[src/rtl/mux_arb_pkg.sv]
// Shared state encoding and sizing constants for the two-requester arbiter.
package mux_arb_pkg;

   typedef enum logic [1:0] {
      StIdle = 2'b00,
      StG0   = 2'b01,
      StG1   = 2'b10
   } arb_state_e;

   localparam int unsigned MaxHoldDefault = 4;
   // Wide enough for MAX_HOLD-1 across the legal range 2..15.
   localparam int unsigned HoldCntW = 4;

endpackage

[src/rtl/arb_hold_cnt.sv]
// Saturating hold counter: counts cycles a grant is retained, flags when the limit is reached.
module arb_hold_cnt
   import mux_arb_pkg::*;
#(
   parameter int unsigned MaxHold = MaxHoldDefault
) (
   input  logic clk_i,
   input  logic rst_i,
   input  logic clr_i,
   input  logic en_i,
   output logic sat_o
);

   localparam logic [HoldCntW-1:0] SatVal = HoldCntW'(MaxHold - 1);

   logic [HoldCntW-1:0] cnt_q, cnt_d;

   always_comb begin
      cnt_d = cnt_q;
      if (clr_i) begin
         cnt_d = '0;
      end else if (en_i && (cnt_q != SatVal)) begin
         cnt_d = cnt_q + HoldCntW'(1);
      end
   end

   always_ff @(posedge clk_i or posedge rst_i) begin
      if (rst_i) begin
         cnt_q <= '0;
      end else begin
         cnt_q <= cnt_d;
      end
   end

   assign sat_o = (cnt_q == SatVal);

endmodule

[src/rtl/mux2_arbiter.sv]
// Two-requester round-robin arbiter with bounded hold time driving a shared output mux.
module mux2_arbiter
   import mux_arb_pkg::*;
#(
   parameter int unsigned DW       = 1,
   parameter int unsigned MAX_HOLD = MaxHoldDefault
) (
   input  logic          clk,
   input  logic          rst,
   input  logic          req0,
   input  logic          req1,
   input  logic [DW-1:0] in0,
   input  logic [DW-1:0] in1,
   output logic          gnt0,
   output logic          gnt1,
   output logic          sel,
   output logic [DW-1:0] out,
   output logic          valid
);

   arb_state_e state_q, state_d;
   logic       ptr_q, ptr_d;
   logic       gnt0_q, gnt1_q;
   logic       hold_sat, hold_clr, hold_en;

   always_comb begin
      state_d = state_q;
      unique case (state_q)
         StIdle: begin
            if (req0 && req1) begin
               state_d = ptr_q ? StG1 : StG0;
            end else if (req0) begin
               state_d = StG0;
            end else if (req1) begin
               state_d = StG1;
            end
         end
         StG0: begin
            if (!req0) begin
               state_d = req1 ? StG1 : StIdle;
            end else if (req1 && hold_sat) begin
               state_d = StG1;
            end
         end
         StG1: begin
            if (!req1) begin
               state_d = req0 ? StG0 : StIdle;
            end else if (req0 && hold_sat) begin
               state_d = StG0;
            end
         end
         default: state_d = StIdle;
      endcase
   end

   // Pointer moves to the other side on each grant entry; it holds through IDLE.
   always_comb begin
      ptr_d = ptr_q;
      if (state_d != state_q) begin
         if (state_d == StG0) begin
            ptr_d = 1'b1;
         end else if (state_d == StG1) begin
            ptr_d = 1'b0;
         end
      end
   end

   assign hold_clr = (state_d != state_q);
   assign hold_en  = (state_d == state_q) && (state_q != StIdle);

   always_ff @(posedge clk or posedge rst) begin
      if (rst) begin
         state_q <= StIdle;
         ptr_q   <= 1'b0;
         gnt0_q  <= 1'b0;
         gnt1_q  <= 1'b0;
      end else begin
         state_q <= state_d;
         ptr_q   <= ptr_d;
         gnt0_q  <= (state_d == StG0);
         gnt1_q  <= (state_d == StG1);
      end
   end

   arb_hold_cnt #(
      .MaxHold (MAX_HOLD)
   ) u_hold_cnt (
      .clk_i (clk),
      .rst_i (rst),
      .clr_i (hold_clr),
      .en_i  (hold_en),
      .sat_o (hold_sat)
   );

   assign gnt0  = gnt0_q;
   assign gnt1  = gnt1_q;
   assign sel   = gnt1_q;
   assign valid = gnt0_q | gnt1_q;
   assign out   = valid ? (sel ? in1 : in0) : '0;

endmodule

[config.mk]
export PLATFORM = sky130hd
export DESIGN_NAME = mux2_arbiter
export DESIGN_NICKNAME = d
export VERILOG_FILES = /design/src/rtl/mux_arb_pkg.sv /design/src/rtl/arb_hold_cnt.sv /design/src/rtl/mux2_arbiter.sv
export SDC_FILE = /design/constraint.sdc
export NUM_CORES = 1
export LEC_CHECK = 0
export BUFFER_PORTS_ARGS = -buffer_cell sky130_fd_sc_hd__buf_2
export CELL_PAD_IN_SITES_DETAIL_PLACEMENT = 1
export CELL_PAD_IN_SITES_GLOBAL_PLACEMENT = 2
export CORE_MARGIN = 2
export CORE_UTILIZATION = 32
export DETAILED_ROUTE_END_ITERATION = 8
export GPL_ROUTABILITY_DRIVEN = 0
export PLACE_DENSITY_LB_ADDON = 0.1
export SLEW_MARGIN = 10
export SYNTH_ARGS = -nofsm -noshare
export SYNTH_HDL_FRONTEND = slang
export SYNTH_SLANG_ARGS = --single-unit
[constraint.sdc]
create_clock -name clk -period 2.9 [get_ports clk]
set_input_delay 0.29 -clock clk [delete_from_list [all_inputs] [get_ports clk]]
set_output_delay 0.29 -clock clk [all_outputs]
set_load 0.01 [all_outputs]
==> reports/results.ini <==
[critical_path]
worstPathMaxFanout = 7
cp-startpoint = u_hold_cnt.cnt_q[0]$_DFFE_PP0P_
required_ns = 3.04
critPathCaptureType = flip-flop
path_class = flip-flop to flip-flop
startpoint_type = flip-flop
reg2reg_from = u_hold_cnt.cnt_q[0]$_DFFE_PP0P_
arrival_ns = 2.54

[final_layout]
mostFrequentLayoutCells = buf_2, dfrtp_1, nand2_1, nor2_1
num-nets-final = 80
layout_commonest_cell = buf_2
antenna_cells = 0
design_area_um2 = 679
synthToLayoutAreaGrowth_pct = 14.8
layout-drive-gt1-share_pct = 28.6

[sta]
period_needed_ns = 2.39
hold_violations = 0
clock_skew_ns = 0.00762
worst_pin_slew_ns = 0.450
slew_headroom_pct = 70.0
drv_slew = 0
timing.final.crit_share_pct = 82.5
tns_ns = 0
rsz0062_at_grt = no
fmax_mhz = 418
setup_viol = 0

[clock_network]
postCtsSetupRepairBufs = 0
clk_path_buf_depth = 2
cts_root_buf = clkbuf_4
htree_num_levels = 1
cts.repair.resized = 0
clkSinkCount = 9
clk_pin_slew_ns = 0.07
cts_tree = built
clk_latency_ns = 0.26
cts_inserted_buffers = 3

[placed_design]
place_area_um2 = 643
dp_hpwl_um = 888
port_buffers = 10

[drt]
drc = 0
drtIter0Drc = 2
totalWireLength_um = 1180
vias = 465
via_per_inst = 4.89
ant_nets = 0
wire_per_inst_um = 12.4
drt_pre_antenna_iters = 3

[power_and_ir_drop]
leakage_nw = 0.334
power_mw = 0.450
irDropWorstVdd_uv = 243
power.density_nw_per_um2 = 663

[floorplan]
io_pins = 11
start_util_pct = 34.3
rows = 15
core_um2 = 1730
die-area_um2 = 2210
die_h_um = 47.0
fp.dieW_um = 47.0

[synth]
synth-seq-cells = 9
synth_top_area_share_pct = 38.1
ys_top_cells_by_area = dfrtp_1, ha_1, buf_6
yosys_warnings = 0
synth.yosys.seq_area_share_pct = 38.1
syn_area_per_cell_um2 = 10.2
syn_nets = 67
synth_top_area_cell = dfrtp_1
synthFlopType = dfrtp_1
async_reset_ff_share_pct = 100
syn_inst = 58
synth_area_um2 = 592
ys_types = 31
synth_edf_count = 0

[global_routing]
grt_max_degree = 13
grt_pass1_wl_um = 2060
antenna_found_initial = 0
grt_pass1_vias = 444
grt_usage_pct = 14.1
grt-ovfl-total = 0

[run_status]
status = finished, final reports clean

[min_path]
hp-class = primary input to flip-flop
hold_start = req0

[flow_run]
maxCapViolations = 0

## sequential cells by signal (all words and copies together), names as in the netlist
signal and flops:
u_hold_cnt.cnt_q 4, gnt0 1, ptr_q 1, gnt1 1
state_q 2
## cell usage after synthesis (2+ instances only)
library cell	instances
xor2_1	2
inv_1	2
ha_1	3
buf_6	2
o21ai_0	2
dfrtp_1	9
nor2b_1	2
nand2_1	6
nor2_1	6
nor3_1	3
## kinds of logic (layout without fill, tap and decap cells)
kind of cell,count (synthesis),after routing,synth area share [%]
fa+ha+maj,3,3,6.34
compound gates,11,11,14.8
buf+inv,5,17,6.34
simple gates,26,26,27.5
mux,1,1,2.54
flops,9,9,38.1
xor+xnor,3,3,4.44
## critical path, cell delays in order, from the launching register on
cell and delay [ns]:
dfrtp_1 0.40, ha_1 0.18, nor3b_4 0.33, nor2b_1 0.08, a211oi_1 0.31, o211ai_1 0.14
ha_1 0.32, nor3_2 0.20, mux2_4 0.31
## repair_timing
item	CTS	global route
setup endpoints to repair	0	0
hold buffers	1	0
hold endpoints to repair	9	0
## report_power, final
part | switching, mW | internal, mW
logic | 0.0754 | 0.0852
clock network | 0.0459 | 0.0531
registers | 0.0389 | 0.152
total | 0.160 | 0.290
## through the flow
step / hold slack, ns / setup slack, ns / util, % / cells
floorplan: 0.118 / 0.746 / - / 58
global placement: 0.269 / 0.486 / 37.2 / 90
global route: 0.391 / 0.282 / 39.3 / 95
finish: 0.373 / 0.507 / 39.3 / 95
detailed placement: 0.270 / 0.491 / 37.2 / 90
CTS: 0.363 / 0.469 / 39.3 / 95
## path summary, 6_finish.rpt
| kind | slack, ns | end | depth (start not counted) |
|---|---|---|---|
| worst max-delay path | 0.51 | ptr_q$_DFFE_PP0P_ | 8 |
| worst min-delay path | 0.37 | state_q[0]$_DFF_PP0_ | 2 |
| worst max register to register | 0.51 | ptr_q$_DFFE_PP0P_ | 8 |
| worst min register to register | 0.57 | ptr_q$_DFFE_PP0P_ | 1 |
| max in group asynchronous | 2.12 | state_q[0]$_DFF_PP0_ | 3 |
| min in group asynchronous | 0.52 | u_hold_cnt.cnt_q[2]$_DFFE_PP0P_ | 3 |
## cell type report
type	instances	area, µm²
Clock buffer	4	26.3
Tap cell	25	31.3
Inverter	2	7.51
Fill cell	220	1050
Sequential cell	9	225
Multi-Input combinational cell	44	329
Timing Repair Buffer	11	60.1
## metal layers
metal,GRT usage (%),up-vias,wire [µm]
met3,1.15,4,31
met2,19.5,10,512
met4,13.3,0,49
met5,0,-,0
li1,-,228,-
met1,19.2,223,582
Note: power is estimated with default switching activity, not from simulation.
